<file path="src/rtl/spi_regbank_pkg.sv">
// Shared types and constants for the SPI register-bank slave.
package spi_regbank_pkg;

  // Transaction state: waiting for CS, shifting the command byte, shifting data words.
  typedef enum logic [1:0] {
    IDLE = 2'd0,
    CMD  = 2'd1,
    DATA = 2'd2
  } state_e;

  localparam int CMD_WIDTH  = 8;
  localparam int ADDR_WIDTH = 7;
  localparam int RW_BIT     = 7;

  // Burst address step: wraps to 0 after the last mapped register. An
  // unmapped start address simply walks up and wraps at the 7-bit limit.
  function automatic logic [ADDR_WIDTH-1:0] next_addr(input logic [ADDR_WIDTH-1:0] a,
                                                      input int total);
    if (int'(a) == total - 1) return '0;
    return a + ADDR_WIDTH'(1);
  endfunction

endpackage

</file>
<file path="src/rtl/spi_clk_edge.sv">
// SPI clock edge detector: turns the synchronised spi_clk into one-cycle
// sample/shift strobes according to {cpol,cpha}.
module spi_clk_edge
  import spi_regbank_pkg::*;
(
  input  logic i_clk,
  input  logic i_rst,
  input  logic i_ena,
  input  logic i_spi_clk,
  input  logic i_cpol,
  input  logic i_cpha,
  output logic o_sample_stb,
  output logic o_shift_stb
);

  logic r_prev;
  logic r_sample;
  logic r_shift;
  logic w_lead;
  logic w_trail;

  // Leading edge moves away from the idle level, trailing edge returns to it.
  assign w_lead  = (r_prev == i_cpol) && (i_spi_clk != i_cpol);
  assign w_trail = (r_prev != i_cpol) && (i_spi_clk == i_cpol);

  // Register the edge decode; CPHA selects which edge samples and which shifts.
  always_ff @(posedge i_clk) begin
    if (i_rst) begin
      r_prev   <= 1'b0;
      r_sample <= 1'b0;
      r_shift  <= 1'b0;
    end else if (i_ena) begin
      r_prev   <= i_spi_clk;
      r_sample <= i_cpha ? w_trail : w_lead;
      r_shift  <= i_cpha ? w_lead  : w_trail;
    end else begin
      r_sample <= 1'b0;
      r_shift  <= 1'b0;
    end
  end

  assign o_sample_stb = r_sample & i_ena;
  assign o_shift_stb  = r_shift  & i_ena;

endmodule

</file>
<file path="src/rtl/spi_regbank_slave.sv">
// SPI slave in front of a config (R/W) + status (RO) register bank with
// burst auto-increment, per-register write pulses and aborted-frame detection.
module spi_regbank_slave
  import spi_regbank_pkg::*;
#(
  parameter int NUM_CFG    = 8,
  parameter int NUM_STATUS = 8,
  parameter int REG_WIDTH  = 8,
  parameter logic [NUM_CFG*REG_WIDTH-1:0] CFG_RESET = '0
) (
  input  logic                               clk,
  input  logic                               rst,
  input  logic                               ena,
  input  logic [1:0]                         mode,
  input  logic                               spi_cs_n,
  input  logic                               spi_clk,
  input  logic                               spi_mosi,
  output logic                               spi_miso,
  output logic                               spi_miso_oe,
  output logic [NUM_CFG*REG_WIDTH-1:0]       config_regs,
  input  logic [((NUM_STATUS > 0) ? NUM_STATUS : 1)*REG_WIDTH-1:0] status_regs,
  output logic [NUM_CFG-1:0]                 cfg_wr_pulse,
  output logic                               busy,
  output logic                               frame_err
);

  localparam int TOTAL = NUM_CFG + NUM_STATUS;
  localparam int CW    = $clog2(REG_WIDTH + 1);

  state_e                  r_state;
  logic                    r_cs_prev;
  logic [1:0]              r_mode;
  logic [CW-1:0]           r_bitcnt;
  logic [ADDR_WIDTH-1:0]   r_addr;
  logic                    r_wr;
  logic [REG_WIDTH-2:0]    r_rx;
  logic [REG_WIDTH-1:0]    r_tx;
  logic                    r_skip;
  logic [REG_WIDTH-1:0]    r_cfg [NUM_CFG];
  logic [NUM_CFG-1:0]      r_pulse;
  logic                    r_ferr;
  logic                    r_busy;
  logic                    r_oe;

  logic                    w_sample;
  logic                    w_shift;
  logic                    w_cs_fall;
  logic                    w_cs_rise;
  logic [REG_WIDTH-1:0]    w_rx_next;
  logic [CMD_WIDTH-1:0]    w_cmd_byte;
  logic                    w_cmd_done;
  logic                    w_frame_done;
  logic [ADDR_WIDTH-1:0]   w_load_addr;
  logic                    w_load_wr;
  logic [REG_WIDTH-1:0]    w_rd_data;

  spi_clk_edge u_edge (
    .i_clk        (clk),
    .i_rst        (rst),
    .i_ena        (ena),
    .i_spi_clk    (spi_clk),
    .i_cpol       (r_mode[1]),
    .i_cpha       (r_mode[0]),
    .o_sample_stb (w_sample),
    .o_shift_stb  (w_shift)
  );

  // r_cs_prev resets to "low" so a CS held low across reset is not a fresh fall.
  assign w_cs_fall = r_cs_prev & ~spi_cs_n;
  assign w_cs_rise = ~r_cs_prev & spi_cs_n;

  assign w_rx_next  = {r_rx, spi_mosi};
  assign w_cmd_byte = w_rx_next[CMD_WIDTH-1:0];

  // A CS rise in the same cycle as a sample strobe wins: the strobe is dropped.
  assign w_cmd_done   = w_sample && !w_cs_rise && (r_state == CMD) &&
                        (r_bitcnt == CW'(CMD_WIDTH - 1));
  assign w_frame_done = w_sample && !w_cs_rise && (r_state == DATA) &&
                        (r_bitcnt == CW'(REG_WIDTH - 1));

  // Address (and direction) of the word whose frame starts after this boundary.
  assign w_load_addr = (r_state == CMD) ? w_cmd_byte[ADDR_WIDTH-1:0]
                                        : next_addr(r_addr, TOTAL);
  assign w_load_wr   = (r_state == CMD) ? w_cmd_byte[RW_BIT] : r_wr;

  // Read mux for the tx snapshot; unmapped addresses read as zero.
  always_comb begin
    w_rd_data = '0;
    for (int i = 0; i < NUM_CFG; i++)
      if (int'(w_load_addr) == i) w_rd_data = r_cfg[i];
    for (int i = 0; i < NUM_STATUS; i++)
      if (int'(w_load_addr) == NUM_CFG + i) w_rd_data = status_regs[i*REG_WIDTH +: REG_WIDTH];
  end

  // Transaction FSM, bit counter, address and rx/tx shift registers.
  always_ff @(posedge clk) begin
    if (rst) begin
      r_state   <= IDLE;
      r_cs_prev <= 1'b0;
      r_mode    <= 2'b00;
      r_bitcnt  <= '0;
      r_addr    <= '0;
      r_wr      <= 1'b0;
      r_rx      <= '0;
      r_tx      <= '0;
      r_skip    <= 1'b0;
      r_ferr    <= 1'b0;
      r_busy    <= 1'b0;
      r_oe      <= 1'b0;
    end else if (ena) begin
      r_cs_prev <= spi_cs_n;
      r_busy    <= ~spi_cs_n;
      r_oe      <= ~spi_cs_n;
      r_ferr    <= 1'b0;
      if (w_cs_rise) begin
        if (r_state != IDLE) r_ferr <= (r_bitcnt != '0);
        r_state  <= IDLE;
        r_bitcnt <= '0;
      end else if (w_cs_fall && r_state == IDLE) begin
        // Mode is frozen for the whole transaction; MISO idles low until a read load.
        r_state  <= CMD;
        r_mode   <= mode;
        r_bitcnt <= '0;
        r_tx     <= '0;
        r_skip   <= 1'b0;
      end else if (r_state != IDLE) begin
        if (w_sample) begin
          r_rx <= w_rx_next[REG_WIDTH-2:0];
          if (w_cmd_done || w_frame_done) begin
            r_state  <= DATA;
            r_bitcnt <= '0;
            r_addr   <= w_load_addr;
            if (w_cmd_done) r_wr <= w_cmd_byte[RW_BIT];
            // Writes keep MISO at zero; reads snapshot the next register.
            r_tx     <= w_load_wr ? '0 : w_rd_data;
            r_skip   <= 1'b1;
          end else begin
            r_bitcnt <= r_bitcnt + CW'(1);
          end
        end else if (w_shift) begin
          // The first shift edge after a load would drop the MSB before the master sees it.
          if (r_skip) r_skip <= 1'b0;
          else        r_tx   <= r_tx << 1;
        end
      end
    end else begin
      r_ferr <= 1'b0;
    end
  end

  // Config bank: commit a completed write frame and raise its one-cycle pulse.
  always_ff @(posedge clk) begin
    if (rst) begin
      for (int i = 0; i < NUM_CFG; i++) r_cfg[i] <= CFG_RESET[i*REG_WIDTH +: REG_WIDTH];
      r_pulse <= '0;
    end else if (ena) begin
      r_pulse <= '0;
      if (w_frame_done && r_wr) begin
        for (int i = 0; i < NUM_CFG; i++) begin
          if (int'(r_addr) == i) begin
            r_cfg[i]   <= w_rx_next;
            r_pulse[i] <= 1'b1;
          end
        end
      end
    end else begin
      r_pulse <= '0;
    end
  end

  for (genvar g = 0; g < NUM_CFG; g++) begin : g_pack
    assign config_regs[g*REG_WIDTH +: REG_WIDTH] = r_cfg[g];
  end

  assign spi_miso     = r_tx[REG_WIDTH-1];
  assign spi_miso_oe  = r_oe;
  assign busy         = r_busy;
  assign cfg_wr_pulse = r_pulse & {NUM_CFG{ena}};
  assign frame_err    = r_ferr & ena;

endmodule

</file>
<file path="config.mk">
export PLATFORM = sky130hd
export DESIGN_NAME = spi_regbank_slave
export DESIGN_NICKNAME = d
export VERILOG_FILES = /design/src/rtl/spi_regbank_pkg.sv /design/src/rtl/spi_clk_edge.sv /design/src/rtl/spi_regbank_slave.sv
export SDC_FILE = /design/constraint.sdc
export NUM_CORES = 1
export LEC_CHECK = 0
export CAP_MARGIN = 20
export CORE_ASPECT_RATIO = 0.75
export CORE_MARGIN = 2
export CORE_UTILIZATION = 64
export CTS_BUF_LIST = sky130_fd_sc_hd__clkbuf_16
export CTS_CLUSTER_DIAMETER = 100
export DETAILED_ROUTE_END_ITERATION = 6
export DONT_BUFFER_PORTS = 1
export PLACE_DENSITY = 0.76
export SETUP_SLACK_MARGIN = 0.4
export SYNTH_ARGS = -nofsm -noshare
export SYNTH_HDL_FRONTEND = slang
export SYNTH_SLANG_ARGS = --single-unit
</file>
<file path="constraint.sdc">
create_clock -name clk -period 2.9 [get_ports clk]
set_input_delay 0.58 -clock clk [delete_from_list [all_inputs] [get_ports clk]]
set_output_delay 0.58 -clock clk [all_outputs]
set_load 0.02 [all_outputs]
</file>
==> results of run 1 <==
how the worst max path moves through the flow:
stage | startpoint | endpoint | slack, ps
after global placement | spi_cs_n | r_cfg[1][31]$_DFFE_PP_ | 60
after global routing | r_addr[4]$_SDFFE_PP0P_ | r_tx[7]$_SDFFE_PP0P_ | 230
final | r_addr[4]$_SDFFE_PP0P_ | r_tx[7]$_SDFFE_PP0P_ | 300
after CTS | r_addr[4]$_SDFFE_PP0P_ | r_tx[7]$_SDFFE_PP0P_ | 370
after floorplan | spi_cs_n | r_cfg[0][10]$_SDFFCE_PN0P_ | 380
after detailed placement | spi_cs_n | r_cfg[1][31]$_DFFE_PP_ | 40
final cells by class:
type                    count  area, um2  area share [%]
repair buffers             50        417            6.12
clock buffers               9        225            3.31
clock inverters             7       56.3           0.827
multi-input cells         446       3050            44.8
flip-flops and latches    110       2860            41.9
inverters                  16       63.8           0.937
well taps                 112        140            2.06
sequential cells by signal (all words and copies together), names as in the netlist:
signal           flops
r_addr               7
r_bitcnt             4
r_cfg               64
r_cs_prev            1
r_ferr               1
r_mode               2
r_pulse              8
r_rx                 7
r_skip               1
r_state              2
r_tx                 8
r_wr                 1
spi_miso_oe          1
u_edge.r_prev        1
u_edge.r_sample      1
u_edge.r_shift       1
worst max-delay path, stage by stage, from the launching register on:
cell,delay (ps)
dfxtp_4,360
or3_4,420
o211ai_4,300
o22ai_4,180
buf_12,180
a222oi_1,330
nor3_1,100
o31ai_2,220
a32oi_1,140
o31a_1,250
stage by stage:
step                      utilization [%]  hold slack (ps)  cell area [um2]
after floorplan                         -              448             5950
after global placement               69.3              448             6210
after detailed placement             69.3              455             6210
after CTS                            75.1              286             6740
after global routing                 75.9              284             6810
final                                75.9              290             6810
power by group through the flow:
stage          Sequential (mW)  Combinational (mW)  Clock, mW
5_1_grt                   1.81               0.176       1.23
6_report                  1.80               0.165       1.18
2_1_floorplan             1.82               0.121          0
4_1_cts                   1.80               0.155       1.18
3_5_place_dp              1.84               0.148          0
3_3_place_gp              1.84               0.145          0
cells by family (layout without fill, tap and decap cells):
group                      after synthesis  in the layout  synth area share, %
xor gates and xnor gates                 7              7                 1.05
muxes                                   13             13                 2.22
and+or+nand+nor                        246            246                 19.3
DFF                                    110            110                 48.6
AOI/OAI and AO/OA                      174            174                 23.6
buffers and inverters                   48             82                 3.95
adders and majority gates                6              6                 1.28
per-layer routing:
| layer | share of wire, % | up-vias |
|---|---|---|
| met5 | 0 | - |
| met4 | 2.8 | 0 |
| met3 | 14 | 59 |
| met2 | 44 | 486 |
| met1 | 39 | 2511 |
| li1 | - | 2332 |
placed cells by master, fill, tap and decap left out, drive strengths merged, types with 5 or more instances in the layout:
master,count
o21ai,17
ha,6
inv,19
clkbuf,9
nand2b,13
buf,50
and3,8
a22oi,15
o31ai,6
a221oi,6
nor2,89
mux2i,13
o211ai,13
a32oi,10
and2,17
dfxtp,46
a21oi,32
nor3,12
nand3,15
a211oi,13
edfxtp,64
a222oi,8
nand2,75
nor2b,5
what timing repair did:
item,4_1_cts,5_1_grt
hold endpoints to repair,0,0
resized for setup,38,12
pin swaps,8,8
setup buffers,13,1
endpoints found under the setup margin,72,110
==> results_dict.tcl, run 1 <==
set metrics [dict create \
    whs_path_depth 1 \
    die_h_um 86.8 \
    async_flop_share_pct 0 \
    vias 5388 \
    synthMostInstantiatedCell "nor2_1" \
    slew_viol_final 0 \
    tns_ps 0 \
    diodes 0 \
    power_frac_seq_pct 57.3 \
    gr-usage-met3_pct 10.7 \
    synth_area_leaders "edfxtp_1 33%, dfxtp_1 16%, nor2_1 5.7%, nand2_1 4.8%, a21oi_1 2.6%" \
    swShare_pct 25.2 \
    layout_worst_path_cycle_share_pct 89.8 \
    critical_path_required_ps 3140 \
    yosys_warnings 0 \
    fin_nets 711 \
    rsz0062_at_grt "yes" \
    grt_pass1_vias 4877 \
    drc_errors 0 \
    clk_pin_slew_ps 80 \
    fin_cells 750 \
    antenna_found_initial 0 \
    wl_per_cell_um 25.4 \
    wl_um 19100 \
    crit_path_end_kind "flip-flop" \
    io_buffers 0 \
    numCtsBuffers 9 \
    status "finished, final reports clean" \
    clockRootBuffer "clkbuf_16" \
    cts.sink_count 110 \
    syn2layout_area_growth_pct 16.3 \
    ys.flop_type "edfxtp_1" \
    placement.setup.worst_slack_ps 38.9 \
    min_path_type "in -> reg" \
    syn_area_per_cell_um2 9.69 \
    switchingPower_uw 793 \
    pwr-share-clk_pct 37.5 \
    fin_ws_ps 297 \
    hpwl_um 14300 \
    max_cap_violations 0 \
    cellLeakagePower_nw 2.30 \
    dieWidth_um 114 \
    track_usage_pct 37.8 \
    syn_area_um2 5850 \
    tightestPinTransition_ps 958 \
    rrSetupSlack_ps 300 \
    power_density_nw_per_um2 462 \
    cts_buffer_depth 2 \
    num_rows 30 \
    min_to "r_mode[0]$_SDFFE_PP0P_" \
    ios 148 \
    drt_iter0_markers 884 \
    r2r_cells 9 \
    core_um2 8970 \
    drt_first_pass_iters 6 \
    clk_latency_ps 350 \
    ir_drop_v 0.000341 \
    hp-start "rst" \
    htree_levels 3 \
    fmaxAchievable_mhz 384 \
    relSlewSlack_pct 36.0 \
    p_comb_share_pct 5.2 \
    viasPerCell 7.18 \
    gp_congestion 1.00 \
    ys_seq_area_share_pct 48.6 \
    setup_viol 0 \
    hold_violations 0 \
    overflow 0 \
    yosys.area.top_type "edfxtp_1" \
    top_usage_layer "met2" \
    syn_inst 604 \
    synthTopCellsByCount "89 x nor2_1, 75 x nand2_1, 64 x edfxtp_1" \
    antenna_left 0 \
    start_util_pct 65.2 \
    grt_max_degree 32 \
    fillers 622 \
    worstSetupStartpointType "flip-flop" \
    ys_ff_latch 110 \
    drive_above_1_share_pct 21.5 \
    min_period_ps 2600 \
    synth_edf_count 64 \
    syn_nets 682 \
    dp_cells 720 \
    final.setup_skew_ps 8.62 \
    use_met2_pct 58.2 \
    die_area_um2 9930 \
    worstSetupPathType "reg -> reg" \
    grt_pass1_wl_um 27900 \
    synthDistinctLibCells 72 \
    rr_startpoint "r_addr[4]$_SDFFE_PP0P_" \
    synth_top_area_share_pct 32.8 \
    grtUsageMet1_pct 52.3 \
    path_max_fanout 9 \
    p_int_mw 2.35 \
    cts_tree "yes" \
    arrival_ps 2840 \
    cts_hold_buf 0 \
    p_total_mw 3.15 \
    r2r_end "r_tx[7]$_SDFFE_PP0P_" \
]
(Power assumes the default switching activity.)
==> run 2: changes to the inputs <==
--- a/config.mk
+++ b/config.mk
@@ -10,7 +10,6 @@
 export CORE_MARGIN = 2
 export CORE_UTILIZATION = 64
 export CTS_BUF_LIST = sky130_fd_sc_hd__clkbuf_16
-export CTS_CLUSTER_DIAMETER = 100
 export DETAILED_ROUTE_END_ITERATION = 6
 export DONT_BUFFER_PORTS = 1
 export PLACE_DENSITY = 0.76
==> results of run 2 <==
Final layout, timing and power as in run 1 (identical DEF).
==> run 3: changes to the inputs <==
--- a/config.mk
+++ b/config.mk
@@ -5,14 +5,15 @@
 export SDC_FILE = /design/constraint.sdc
 export NUM_CORES = 1
 export LEC_CHECK = 0
+export ABC_AREA = 1
 export CAP_MARGIN = 20
 export CORE_ASPECT_RATIO = 0.75
 export CORE_MARGIN = 2
-export CORE_UTILIZATION = 64
+export CORE_UTILIZATION = 40
 export CTS_BUF_LIST = sky130_fd_sc_hd__clkbuf_16
 export DETAILED_ROUTE_END_ITERATION = 6
 export DONT_BUFFER_PORTS = 1
-export PLACE_DENSITY = 0.76
+export PLACE_DENSITY = 0.5
 export SETUP_SLACK_MARGIN = 0.4
 export SYNTH_ARGS = -nofsm -noshare
 export SYNTH_HDL_FRONTEND = slang
==> results_dict.tcl, run 3 <==
set metrics [dict create \
    worstSetupPathType "reg -> reg" \
    synthTopCellsByCount "170 x nand2_1, 134 x nor2_1, 101 x inv_1" \
    wl_per_cell_um 19.5 \
    status "finished, final reports clean" \
    drt_first_pass_iters 5 \
    synthDistinctLibCells 36 \
    cts_hold_buf 0 \
    power_density_nw_per_um2 461 \
    synth_top_area_share_pct 33.6 \
    arrival_ps 2930 \
    ios 148 \
    tightestPinTransition_ps 552 \
    htree_levels 3 \
    relSlewSlack_pct 63.2 \
    core_um2 13800 \
    cp_cell_sequence "ha_4 > inv_1 > nand2_1 > nand2_1 > nand2_1 > o21ai_4 > nand3_4 > nor2_4 > buf_4 > nand3_1 > nand3_2 > nor2_2 > nand4_1 > nor2_1 > nand4_1 > nor2_2 > nand4_1 > nand2_1 > nand2_1 > nand2_1 > a21oi_1" \
    synth_top_family_by_area "simple AND/OR/NAND/NOR gates" \
    final_common_cell "nand2_1" \
    path_max_fanout 6 \
    grt_max_degree 31 \
    cts_tree "yes" \
    worst_path_most_repeated_cell "nand2_1" \
    drt_iter0_markers 446 \
    final_area_um2 6740 \
    ys.flop_type "edfxtp_1" \
    dieWidth_um 142 \
    clk_pin_slew_ps 70 \
    syn_inst 751 \
    syn_area_per_cell_um2 7.62 \
    synth-compound-area-share_pct 7.90 \
    track_usage_pct 24.9 \
    die_h_um 108 \
    reg_top3 "r_cfg x64, r_pulse x8, r_tx x8" \
    hpwl_um 14600 \
    max_stage_delay_ps 390 \
    min_path_type "in -> reg" \
    hold_violations 0 \
    ys_seq_area_share_pct 49.7 \
    cp_slowest_cell "dfxtp_4" \
    clockRootBuffer "clkbuf_16" \
    syn_area_um2 5720 \
    clk_latency_ps 360 \
    synthMostInstantiatedCell "nand2_1" \
    vias 5161 \
    wl_um 19000 \
    final.setup_skew_ps 8.44 \
    setup_viol 0 \
    fmaxAchievable_mhz 373 \
    antenna_left 0 \
    min_period_ps 2680 \
    overflow 0 \
    fin_ws_ps 221 \
    die_area_um2 15300 \
    max_flop_register "r_cfg" \
    largest_register_ffs 64 \
    tns_ps 0 \
    placement.setup.worst_slack_ps 0.689 \
    drc_errors 0 \
    crit_path_end_kind "flip-flop" \
    synth_adder_area_share_pct 1.31 \
    syn_nets 829 \
    grt_pass1_vias 4868 \
    synth_edf_count 64 \
    async_flop_share_pct 0 \
    yosys_warnings 0 \
    mostFrequentLayoutCells "160 x nand2_1, 122 x nor2_1, 98 x inv_1, 64 x edfxtp_1, 54 x nand3_1" \
    io_buffers 0 \
    worstSetupStartpointType "flip-flop" \
    syn2layout_area_growth_pct 17.9 \
    fin_nets 873 \
    layout_worst_path_cycle_share_pct 92.4 \
    yosys.area_share.simple_pct 31.7 \
    viasPerCell 5.29 \
    cellLeakagePower_nw 2.87 \
    yosys.area.top_type "edfxtp_1" \
    grt_pass1_wl_um 28400 \
    cts_buffer_depth 2 \
    max_cap_violations 0 \
    utilization_pct 48.7 \
    synth_area_leaders "edfxtp_1 34%, dfxtp_1 16%, nand2_1 11%, nor2_1 8.8%, inv_1 6.6%" \
    antenna_found_initial 0 \
    synthMuxAreaShare_pct 0 \
    rsz0062_at_grt "yes" \
    critical_path_required_ps 3160 \
    ys_ff_latch 110 \
    ir_drop_v 0.000300 \
    numCtsBuffers 9 \
    cts.sink_count 110 \
    start_util_pct 41.3 \
    slew_viol_final 0 \
    drive_above_1_share_pct 17.4 \
    num_rows 37 \
    gp_congestion 0.943 \
    diodes 0 \
    placed_cell_area_um2 6080 \
    synth_xor_area_share_pct 0.766 \
]
==> run 3: repair_timing <==
| action | in CTS | in global routing |
|---|---|---|
| setup endpoints to repair | 8 | 8 |
| buffers inserted | 12 | 10 |
| resized for setup | 38 | 34 |
| endpoints found under the hold margin | 0 | 0 |
| pin swaps | 15 | 25 |
==> run 3: power breakdown <==
group | total (mW) | internal (mW) | switching (mW) | leakage [nW]
Sequential | 1.78 | 1.69 | 0.0867 | 1.02
Combinational | 0.170 | 0.0517 | 0.119 | 1.72
Clock | 1.16 | 0.578 | 0.581 | 0.132
==> run 3: layout make-up <==
| cell class | count | area, um2 |
|---|---|---|
| Timing Repair Buffer | 49 | 392 |
| Inverter | 111 | 419 |
| Sequential cell | 110 | 2860 |
| Multi-Input combinational cell | 514 | 2590 |
| Fill cell | 1400 | 7100 |
| Tap cell | 175 | 219 |
| Clock inverter | 7 | 41.3 |
| Clock buffer | 9 | 225 |
==> run 3: kinds of logic (layout without fill, tap and decap cells) <==
group	Yosys count	after routing
AOI/OAI and AO/OA	84	84
xor gates and xnor gates	5	5
and+or+nand+nor	419	419
buffers and inverters	127	176
DFF	110	110
adders and majority gates	6	6
==> run 3: stage by stage <==
stage                     instances  power, mW  hold slack (ps)
final                           975       3.11              282
after global routing            975       3.21              271
after CTS                       965       3.12              272
after detailed placement        937       1.97              455
after global placement          937       1.97              448
after floorplan                 751       1.91              445
==> run 3: critical path, delay by kind of cell, from the launching register on <==
kind / cells / cell delay (ps)
buffers and inverters: 2 / 200
adder cells (fa/ha/maj): 1 / 170
AO/OA/AOI/OAI: 2 / 160
flip-flops: 1 / 390
AND/OR/NAND/NOR: 16 / 1660
==> run 3: path summary, 6_finish.rpt <==
check / startpoint / to / cells after the start / slack, ps
setup reg to reg: r_addr[1]$_SDFFE_PP0P_ / r_tx[6]$_SDFFE_PP0P_ / 21 / 220
hold reg to reg: r_tx[6]$_SDFFE_PP0P_ / r_tx[6]$_SDFFE_PP0P_ / 2 / 460
setup / recovery: r_addr[1]$_SDFFE_PP0P_ / r_tx[6]$_SDFFE_PP0P_ / 21 / 220
hold / removal: rst / spi_miso_oe$_SDFFE_PP0P_ / 1 / 280
==> run 3: routing by layer <==
metal	part of all wire, %	GRT usage [%]	vias to the layer above
met2	43	36.8	198
met5	0	0	-
met4	0.83	5.21	0
met1	46	36.5	2436
met3	9.8	6.90	11
li1	-	-	2516
